[src/rtl/mipi_lane_tx.sv]
// Single-lane MIPI D-PHY HS transmit sequencer: LP request/prepare, HS-zero, sync,
// payload, trail and LP-11 exit, feeding an 8:1 serializer in the byte-clock domain.
module mipi_lane_tx #(
  parameter int unsigned T_LPX   = 2,
  parameter int unsigned T_PREP  = 2,
  parameter int unsigned T_ZERO  = 4,
  parameter int unsigned T_TRAIL = 2,
  parameter int unsigned T_EXIT  = 4,
  parameter int unsigned CNT_W   = 8
) (
  input  logic       clk,
  input  logic       resetb,
  input  logic       tx_valid,
  input  logic [7:0] tx_data,
  input  logic       tx_last,
  output logic       tx_ready,
  output logic [7:0] hs_data,
  output logic       hs_oe,
  output logic       lp_p,
  output logic       lp_n,
  output logic       busy,
  output logic       underflow
);

  typedef enum logic [2:0] {
    S_IDLE,
    S_LPRQ,
    S_PREP,
    S_ZERO,
    S_SYNC,
    S_DATA,
    S_TRAIL,
    S_EXIT
  } state_t;

  localparam logic [7:0] SYNC_BYTE = 8'hB8;

  // Counter reload values; a zero duration behaves as a single cycle.
  localparam logic [CNT_W-1:0] LPX_LD   = CNT_W'((T_LPX   == 0) ? 0 : T_LPX   - 1);
  localparam logic [CNT_W-1:0] PREP_LD  = CNT_W'((T_PREP  == 0) ? 0 : T_PREP  - 1);
  localparam logic [CNT_W-1:0] ZERO_LD  = CNT_W'((T_ZERO  == 0) ? 0 : T_ZERO  - 1);
  localparam logic [CNT_W-1:0] TRAIL_LD = CNT_W'((T_TRAIL == 0) ? 0 : T_TRAIL - 1);
  localparam logic [CNT_W-1:0] EXIT_LD  = CNT_W'((T_EXIT  == 0) ? 0 : T_EXIT  - 1);

  state_t           state, state_nxt;
  logic [CNT_W-1:0] cnt, cnt_nxt;
  logic             cnt_done;
  logic             last_b7, last_b7_nxt;
  logic [7:0]       hs_data_nxt;
  logic             hs_oe_nxt;
  logic             lp_p_nxt;
  logic             lp_n_nxt;
  logic             busy_nxt;
  logic             underflow_nxt;

  assign cnt_done = (cnt == '0);
  assign tx_ready = (state == S_DATA);

  // Output registers capture the line condition of the state being held this cycle,
  // so an accepted payload byte reaches hs_data one edge after its handshake.
  always_comb begin
    state_nxt     = state;
    cnt_nxt       = cnt;
    last_b7_nxt   = last_b7;
    hs_data_nxt   = '0;
    hs_oe_nxt     = 1'b0;
    lp_p_nxt      = 1'b1;
    lp_n_nxt      = 1'b1;
    busy_nxt      = (state != S_IDLE);
    underflow_nxt = 1'b0;
    case (state)
      S_IDLE: begin
        if (tx_valid) begin
          state_nxt = S_LPRQ;
          cnt_nxt   = LPX_LD;
        end
      end
      S_LPRQ: begin
        lp_p_nxt = 1'b0;
        if (cnt_done) begin
          state_nxt = S_PREP;
          cnt_nxt   = PREP_LD;
        end else begin
          cnt_nxt = cnt - 1'b1;
        end
      end
      S_PREP: begin
        lp_p_nxt = 1'b0;
        lp_n_nxt = 1'b0;
        if (cnt_done) begin
          state_nxt = S_ZERO;
          cnt_nxt   = ZERO_LD;
        end else begin
          cnt_nxt = cnt - 1'b1;
        end
      end
      S_ZERO: begin
        lp_p_nxt  = 1'b0;
        lp_n_nxt  = 1'b0;
        hs_oe_nxt = 1'b1;
        if (cnt_done) begin
          state_nxt = S_SYNC;
        end else begin
          cnt_nxt = cnt - 1'b1;
        end
      end
      S_SYNC: begin
        lp_p_nxt    = 1'b0;
        lp_n_nxt    = 1'b0;
        hs_oe_nxt   = 1'b1;
        hs_data_nxt = SYNC_BYTE;
        last_b7_nxt = SYNC_BYTE[7];
        state_nxt   = S_DATA;
      end
      S_DATA: begin
        lp_p_nxt  = 1'b0;
        lp_n_nxt  = 1'b0;
        hs_oe_nxt = 1'b1;
        if (tx_valid) begin
          hs_data_nxt = tx_data;
          last_b7_nxt = tx_data[7];
          if (tx_last) begin
            state_nxt = S_TRAIL;
            cnt_nxt   = TRAIL_LD;
          end
        end else begin
          // Underrun: fill the empty slot with trail polarity so no stale byte repeats.
          hs_data_nxt   = {8{~last_b7}};
          underflow_nxt = 1'b1;
          state_nxt     = S_TRAIL;
          cnt_nxt       = TRAIL_LD;
        end
      end
      S_TRAIL: begin
        lp_p_nxt    = 1'b0;
        lp_n_nxt    = 1'b0;
        hs_oe_nxt   = 1'b1;
        hs_data_nxt = {8{~last_b7}};
        if (cnt_done) begin
          state_nxt = S_EXIT;
          cnt_nxt   = EXIT_LD;
        end else begin
          cnt_nxt = cnt - 1'b1;
        end
      end
      S_EXIT: begin
        if (cnt_done) begin
          state_nxt = S_IDLE;
        end else begin
          cnt_nxt = cnt - 1'b1;
        end
      end
      default: begin
        state_nxt = S_IDLE;
        cnt_nxt   = '0;
      end
    endcase
  end

  always_ff @(posedge clk or negedge resetb) begin
    if (!resetb) begin
      state     <= S_IDLE;
      cnt       <= '0;
      last_b7   <= 1'b0;
      hs_data   <= '0;
      hs_oe     <= 1'b0;
      lp_p      <= 1'b1;
      lp_n      <= 1'b1;
      busy      <= 1'b0;
      underflow <= 1'b0;
    end else begin
      state     <= state_nxt;
      cnt       <= cnt_nxt;
      last_b7   <= last_b7_nxt;
      hs_data   <= hs_data_nxt;
      hs_oe     <= hs_oe_nxt;
      lp_p      <= lp_p_nxt;
      lp_n      <= lp_n_nxt;
      busy      <= busy_nxt;
      underflow <= underflow_nxt;
    end
  end

endmodule

[config.mk]
export PLATFORM = sky130hd
export DESIGN_NAME = mipi_lane_tx
export DESIGN_NICKNAME = d
export VERILOG_FILES = /design/src/rtl/mipi_lane_tx.sv
export SDC_FILE = /design/constraint.sdc
export NUM_CORES = 1
export LEC_CHECK = 0
export BUFFER_PORTS_ARGS = -buffer_cell sky130_fd_sc_hd__buf_4
export CORE_ASPECT_RATIO = 2
export CORE_MARGIN = 2
export CORE_UTILIZATION = 35
export CTS_BUF_LIST = sky130_fd_sc_hd__clkbuf_8
export DETAILED_ROUTE_END_ITERATION = 10
export SYNTH_ARGS = -nofsm -noshare
export SYNTH_HDL_FRONTEND = slang
export SYNTH_SLANG_ARGS = --single-unit
[constraint.sdc]
create_clock -name clk -period 2 [get_ports clk]
set_input_delay 0.2 -clock clk [delete_from_list [all_inputs] [get_ports clk]]
set_output_delay 0.2 -clock clk [all_outputs]
set_load 0.02 [all_outputs]
### After elaboration in Yosys (flattened, before gate mapping)

Cells that the tools add are included.

| storage, ports and cells | value |
|---|---|
| input bits | 12 |
| output and inout bits | 14 |
| register bits | 25 |

| operators by class | value |
|---|---|
| reduce and logical (&&, ||, !) cells | 13 |
| add/subtract/negate cells | 1 |
| mux-type cells | 25 |
| bitwise logic cells | 1 |
| eq/ne operators | 16 |

Operators by type and width:

| kind | count |
|---|---|
| 8-bit two-way mux | 7 |
| 8-bit one-hot mux with 5 select lines | 1 |
| 3-bit two-way mux | 8 |
| 3-bit one-hot mux with 8 select lines | 1 |
| 8-bit one-hot mux with 3 select lines | 1 |
| 2-bit != test (second input constant) | 8 |
| 3-bit == test (second input constant) | 4 |
| 8-bit zero test | 1 |
| 8-bit by 1-bit subtractor with 8-bit output (second input constant) | 1 |
| 7-bit AND reduction | 1 |
| 3-bit by 2-bit == test with 1-bit output (second input constant) | 2 |
| 1-bit two-way mux | 6 |
| 6-bit OR reduction | 1 |
| 5-bit nonzero test | 1 |
| 5-bit OR reduction | 1 |
| 4-bit AND reduction | 1 |
| 2-bit OR reduction | 2 |
| 4-bit OR reduction | 1 |
| 3-bit by 1-bit == test with 1-bit output (second input constant) | 1 |
| 3-bit zero test | 1 |
| 3-bit != test (second input constant) | 1 |
| 3-bit nonzero test | 1 |
| 1-bit one-hot mux with 2 select lines | 1 |
| 2-bit AND reduction | 1 |
| other kinds (2) | 2 |

### Longest topological paths before layout

Gate-level depths: netlist of the first run.

| logic depth | value |
|---|---|
| depth after elaboration | 4 |
| gate-level depth with buffers | 6 |
| gate-level depth less buffers | 6 |

### Worst setup path after synthesis of the first run

No wires, ideal clock.

| timing | value |
|---|---|
| path type | register to register |
| from | register cnt[0] |
| to | register cnt[1] |
| setup time | 0.137 ns |
| path buffers | 0 |
| cell stages (with the launch flop) | 7 |
| data arrival time | 1.672 ns |
| data required time | 1.863 ns |
| path slack | 0.191 ns |
| cell sequence | dfrtp_1 -> inv_1 -> ha_1 -> or4b_4 -> or3_4 -> a21oi_2 -> a21oi_1 |

| on the way | value |
|---|---|
| word-level cells in the longest chain between the ends | 3 |
| elaborated cells between the ends (all ways) | 8 |
| classes of those cells | 1 x add/sub; 1 x eq/ne; 4 x mux; 2 x reduce/logical |

RTL lines:

| element | RTL line | RTL |
|---|---|---|
| start, declared | 46 | `logic [CNT_W-1:0] cnt, cnt_nxt;` |
| start signal, assigned | 173 | `cnt <= cnt_nxt;` |
| 8-bit by 1-bit subtractor with 8-bit output or 8-bit zero test (tied branches) | - |  |
| 8-bit two-way mux, or another cell as far along | 101, 147 |  |
| 8-bit one-hot mux with 5 select lines or 4-bit AND reduction (tied branches) | - |  |

Several ways; a longest one is shown, not always the timed one. The select of a mux whose other input is x is not followed.
A chain may end at the register's enable or synchronous reset.

### Final worst setup path of the first run

Ends and elaborated chain as after synthesis.

==> results.py, run 1 <==
metrics = {
    "run_status": {
        "status": "finished, final reports clean",
    },
    "synthesis": {
        "synth.top_cells.by_area": "dfrtp_1, nor2_1, a21oi_1",
        "yosys.cell_types.count": 44,
        "postSynthNetCount": 157,
        "synth-seq-area-share": 0.481,
        "synth.most_common_cell": "dfrtp_1",
        "synth_mux_area_frac": 0,
        "ys_top_cells_by_count": "dfrtp_1, nor2_1, a21oi_1, nand2_1, clkbuf_1",
        "synth.ff_latch_count": 25,
        "yosysWarnings": 0,
        "syn-instance-count": 144,
        "synth_area_leader_cell": "dfrtp_1",
        "proportion_of_synthesized_flip_flops_having_asynchronous_set_or_reset": 1.00,
        "synth_largest_type_area_fraction": 0.441,
        "avgSynthCellArea_um2": 9.07,
        "combinational_family_with_the_most_area_after_synthesis": "simple AND/OR/NAND/NOR gates",
        "synth-main-ff-cell": "dfrtp_1",
        "synth-xor-area-share": 0.0201,
        "synth_compound_gate_area_share": 0.185,
        "netlist_area_mm2": 0.00131,
        "synth_fa_ha_area_frac": 0.00958,
        "synth_simple_gate_area_share": 0.255,
        "synth_enable_flop_cells": 0,
    },
    "clock_tree": {
        "tritoncts": "yes",
        "clkSlewWorstSetupHoldPaths_ns": 0.08,
        "clock_tree.htree_level_count": 1,
        "clk_latency_ns": 0.26,
        "cts_inserted_buffers": 3,
        "clock_tree.root_cell": "clkbuf_8",
        "postCtsSetupBuffers": 0,
        "clkSinkCount": 25,
        "cts.path.max_buffers": 2,
    },
    "global_routing": {
        "grt.total_usage": 0.164,
        "grt_antenna_before_repair": 0,
        "global_route.overflow_total": 0,
        "via_count_of_the_first_global_routing_pass": 1112,
        "global_route.usage.met2": 0.269,
        "grtUsageMet1": 0.190,
        "grt_most_used_layer": "met2",
        "grt_pass1_wl_mm": 5.15,
        "grt_start_max_net_pins": 26,
        "grt_util_met3": 0.0180,
    },
    "worst_setup_path": {
        "setup.worst_path.class": "reg -> reg",
        "crit_path_max_fanout": 5,
        "r2r_slack_ns": 0.06,
        "critPathArrivalTime_ns": 2.05,
        "timing.critical_path.from_type": "register",
        "crit_required_ns": 2.12,
        "critical_path.endpoint_type": "register",
    },
    "sta": {
        "worstMarginPinSlew_ns": 0.467,
        "slew_headroom": 0.687,
        "final.period_utilization": 0.969,
        "worst_clock_skew_ns": 0.00138,
        "period_needed_ns": 1.94,
        "timing.setup.tns_ns": 0,
        "final_max_slew_viol_count": 0,
        "max_clock_freq_mhz": 516,
        "final-hold-violation-count": 0,
        "fin_worst_hold_slack_ns": 0.213,
        "setup_viol": 0,
        "grt_setup_unrepaired": "false",
    },
    "routing": {
        "post_drt_wl_per_cell_um": 14.2,
        "vias": 1155,
        "detail_route.drc_violations": 0,
        "first_iter_violations": 16,
        "routed_wirelength_mm": 3.09,
        "detail_route.first_pass.iterations": 4,
        "antenna_left": 0,
        "drt-vias-per-instance": 5.30,
    },
    "power": {
        "power_density_mw_per_mm2": 1610,
        "p_leak_nw": 0.736,
        "vdd.ir_drop.worst_mv": 0.848,
        "report.power.total_mw": 2.57,
    },
    "floorplanning": {
        "die_h_um": 90.4,
        "die-width_um": 47.2,
        "initial_core_util": 0.362,
        "core_region_area_mm2": 0.00361,
        "cell_rows": 31,
        "die_area_mm2": 0.00427,
        "floorplan.io_pins": 26,
    },
    "layout": {
        "multiInputGateArea_um2": 616,
        "drive_gt1_frac": 0.254,
        "area.sequential_um2": 628,
        "layout.nets": 183,
        "area.growth.synth_to_final_pct": 22.5,
        "final.fill_count": 374,
        "number_of_antenna_cells_inserted": 0,
    },
    "place": {
        "gpl.final_weighted_congestion": 0.911,
        "detailed_place_hpwl_mm": 2.29,
        "port_buffers": 25,
    },
    "job": {
        "maxCapViolations": 0,
    },
    "min_path": {
        "min-delay-path-class": "in -> reg",
    },
}
[repair_timing]
action                                 in CTS  in global routing
hold buffers                                1                  0
setup endpoints to repair                   0                  1
gates resized for setup                     0                  2
endpoints found under the hold margin      23                  0
[metal layers]
| layer | vias to the layer above | part of all wire |
|---|---|---|
| met4 | 0 | 0.046 |
| met2 | 49 | 0.54 |
| met1 | 540 | 0.37 |
| met3 | 12 | 0.039 |
| met5 | - | 0 |
| li1 | 554 | - |
[power breakdown]
part	internal [mW]	switching [mW]	leakage (nW)
Sequential	0.719	0.222	0.311
Clock	0.137	0.142	0.0269
Combinational	0.593	0.762	0.398
Total	1.45	1.12	0.736
[registers in the layout, summed over array words and instances (netlist names)]
name       cells
busy           1
cnt            8
hs_data        8
hs_oe          1
last_b7        1
lp_n           1
lp_p           1
state          3
underflow      1
[worst paths after layout]
| path | start | endpoint | cells after the start |
|---|---|---|---|
| max in group asynchronous | resetb | lp_p | 2 |
| setup reg to reg | cnt[0] | cnt[1] | 6 |
| hold reg to reg | cnt[7] | cnt[7] | 1 |
| setup / recovery | cnt[0] | cnt[1] | 6 |
| min in group asynchronous | resetb | busy | 2 |
| hold / removal | tx_valid | underflow | 2 |
[cell families after synthesis]
| kind of cell | after synthesis |
|---|---|
| buffers and inverters | 15 |
| AND/OR/NAND/NOR | 63 |
| AO/OA/AOI/OAI | 37 |
| flip-flops | 25 |
| XOR/XNOR | 3 |
| adder cells (fa/ha/maj) | 1 |
[cell usage in the layout, fill, tap and decap left out, drive strengths merged, types with 2 or more instances in the layout]
master,instances
buf,29
dfrtp,23
nor2,20
a21oi,15
nand2,14
inv,7
nor3,5
or3,5
o21ai,5
nand3,4
nand2b,3
xnor2,3
clkbuf,3
nor2b,2
o22ai,2
nor4,2
a31oi,2
o2bb2ai,2
dfstp,2
or2,2
nor4b,2
[worst max-delay path, cell delays in order (launching register included)]
cell and delay (ns):
dfrtp_1 0.43, inv_2 0.09, ha_2 0.21, or4b_4 0.47, or3_4 0.40, a21oi_2 0.15, a21oi_1 0.06
[per-stage QoR]
step                      utilization  cell area, um2  std cells  setup slack [ns]
after global placement          0.428            1540        213             0.144
after CTS                       0.443            1600        218            0.0101
after global routing            0.444            1600        218           0.00105
after detailed placement        0.428            1540        213            0.0258
after floorplan                     -            1310        144             0.191
final                           0.444            1600        218            0.0627
[area by class of cell]
class                      count  share of cell area
clock inverter                 1             0.00235
tap                           49              0.0383
inverter                       6              0.0141
sequential                    25               0.392
timing repair buffer          30               0.142
multi-input combinational    104               0.385
clock buffer                   3              0.0258
No activity file was read; power rests on OpenSTA's default activity.
==> run 2: changes to the inputs <==
--- a/config.mk
+++ b/config.mk
@@ -9,7 +9,6 @@
 export CORE_ASPECT_RATIO = 2
 export CORE_MARGIN = 2
 export CORE_UTILIZATION = 35
-export CTS_BUF_LIST = sky130_fd_sc_hd__clkbuf_8
 export DETAILED_ROUTE_END_ITERATION = 10
 export SYNTH_ARGS = -nofsm -noshare
 export SYNTH_HDL_FRONTEND = slang
==> run 2 against run 1 <==
Sequential share of layout area unchanged. Cell count unchanged. Core utilization unchanged. Critical path depth unchanged. Largest power group unchanged.
==> results.py, run 2 (same netlist as run 1, synthesis figures left out) <==
metrics = {
    "global_routing": {
        "grt_start_max_net_pins": 26,
        "global_route.overflow_total": 0,
        "grt_antenna_before_repair": 0,
        "grt.total_usage": 0.164,
        "grt_pass1_wl_mm": 5.15,
        "via_count_of_the_first_global_routing_pass": 1112,
    },
    "routing": {
        "first_iter_violations": 22,
        "detail_route.first_pass.iterations": 4,
        "vias": 1144,
        "drt-vias-per-instance": 5.25,
        "routed_wirelength_mm": 3.09,
        "detail_route.drc_violations": 0,
        "post_drt_wl_per_cell_um": 14.2,
        "antenna_left": 0,
    },
    "sta": {
        "period_needed_ns": 1.94,
        "final.period_utilization": 0.969,
        "setup_viol": 0,
        "final_max_slew_viol_count": 0,
        "worstMarginPinSlew_ns": 0.467,
        "timing.setup.tns_ns": 0,
        "max_clock_freq_mhz": 516,
        "fin_worst_hold_slack_ns": 0.212,
        "grt_setup_unrepaired": "false",
        "final-hold-violation-count": 0,
        "worst_clock_skew_ns": 0.00202,
        "slew_headroom": 0.687,
    },
    "worst_setup_path": {
        "reg_to_reg_critical_path_startpoint": "cnt[0]",
        "critical_path.endpoint_type": "register",
        "timing.critical_path.from_type": "register",
        "setup.worst_path.class": "reg -> reg",
        "regToRegEndpoint": "cnt[1]",
        "critPathArrivalTime_ns": 2.05,
        "r2r_slack_ns": 0.06,
        "worst_r2r_path_depth": 6,
        "crit_path_max_fanout": 5,
        "crit_required_ns": 2.12,
    },
    "floorplanning": {
        "floorplan.io_pins": 26,
        "die-width_um": 47.2,
        "core_region_area_mm2": 0.00361,
        "die_area_mm2": 0.00427,
        "die_h_um": 90.4,
        "cell_rows": 31,
        "initial_core_util": 0.362,
    },
    "layout": {
        "mostFrequentLayoutCell": "buf_4",
        "layout_common_cells": "buf_4, dfrtp_1, nor2_1",
        "area.growth.synth_to_final_pct": 22.5,
        "reg_top3": "cnt x8, hs_data x8, state x3",
        "stdcell_count": 218,
        "layout.nets": 183,
        "final.fill_count": 374,
        "drive_gt1_frac": 0.254,
        "number_of_antenna_cells_inserted": 0,
    },
    "power": {
        "vdd.ir_drop.worst_mv": 0.847,
        "p_leak_nw": 0.732,
        "power_density_mw_per_mm2": 1610,
    },
    "min_path": {
        "min-delay-path-class": "in -> reg",
        "hp-start": "tx_valid",
        "worstHoldPathCells": 2,
        "min_to": "underflow",
    },
    "clock_tree": {
        "clock_tree.root_cell": "clkbuf_8",
        "cts_inserted_buffers": 3,
        "clkSlewWorstSetupHoldPaths_ns": 0.08,
        "tritoncts": "yes",
        "clkSinkCount": 25,
        "clk_latency_ns": 0.26,
        "postCtsSetupBuffers": 0,
        "clock_tree.htree_level_count": 1,
        "cts.path.max_buffers": 2,
    },
    "place": {
        "gpl.final_weighted_congestion": 0.911,
        "placed_cells": 213,
        "detailed_place_hpwl_mm": 2.29,
        "port_buffers": 25,
    },
    "job": {
        "maxCapViolations": 0,
    },
    "run_status": {
        "status": "finished, final reports clean",
    },
}
[run 2: area by class of cell]
class | instances | area, um2 | area share
repair buffers | 30 | 228 | 0.142
inverters | 6 | 22.5 | 0.0141
well taps | 49 | 61.3 | 0.0383
clock buffers | 4 | 45.0 | 0.0281
flip-flops and latches | 25 | 628 | 0.392
multi-input cells | 104 | 616 | 0.385
[run 2: what timing repair did]
item / CTS / global route
setup endpoints to repair: 0 / 1
resized for setup: 0 / 2
hold buffers: 1 / 0
hold endpoints to repair: 23 / 0
[run 2: through the flow]
stage	utilization	cell area (um2)	setup slack (ns)	total power [mW]
2_1_floorplan	-	1310	0.191	1.85
3_3_place_gp	0.428	1540	0.144	2.26
3_5_place_dp	0.428	1540	0.0258	2.29
4_1_cts	0.443	1600	0.0102	2.59
5_1_grt	0.444	1600	0.00112	2.82
6_report	0.444	1600	0.0623	2.58
[run 2: worst max-delay path by stage]
stage / slack [ns] / end / depth (start not counted) / from
after global placement: 0.14 / cnt[1] / 6 / cnt[0]
after floorplan: 0.19 / cnt[1] / 6 / cnt[0]
after detailed placement: 0.03 / cnt[1] / 6 / cnt[0]
after global routing: 0.001 / cnt[1] / 6 / cnt[0]
final: 0.06 / cnt[1] / 6 / cnt[0]
after CTS: 0.01 / cnt[1] / 6 / cnt[0]
[run 2: routing by layer]
metal  track usage  part of all wire  vias to the layer above
met4        0.0949             0.046                        0
li1              -                 -                      556
met3        0.0180             0.035                       12
met5             0                 0                        -
met2         0.269              0.54                       42
met1         0.190              0.38                      534
[run 2: report_power, final]
| group | internal [mW] | switching, mW | leakage [nW] |
|---|---|---|---|
| combinational | 0.592 | 0.760 | 0.398 |
| sequential | 0.719 | 0.221 | 0.311 |
| clock | 0.142 | 0.141 | 0.0228 |
[run 2: worst max-delay path, cell delays in order (launching register included)]
cell and delay (ns):
dfrtp_1 0.43, inv_2 0.09, ha_2 0.21, or4b_4 0.47
or3_4 0.40, a21oi_2 0.15, a21oi_1 0.06
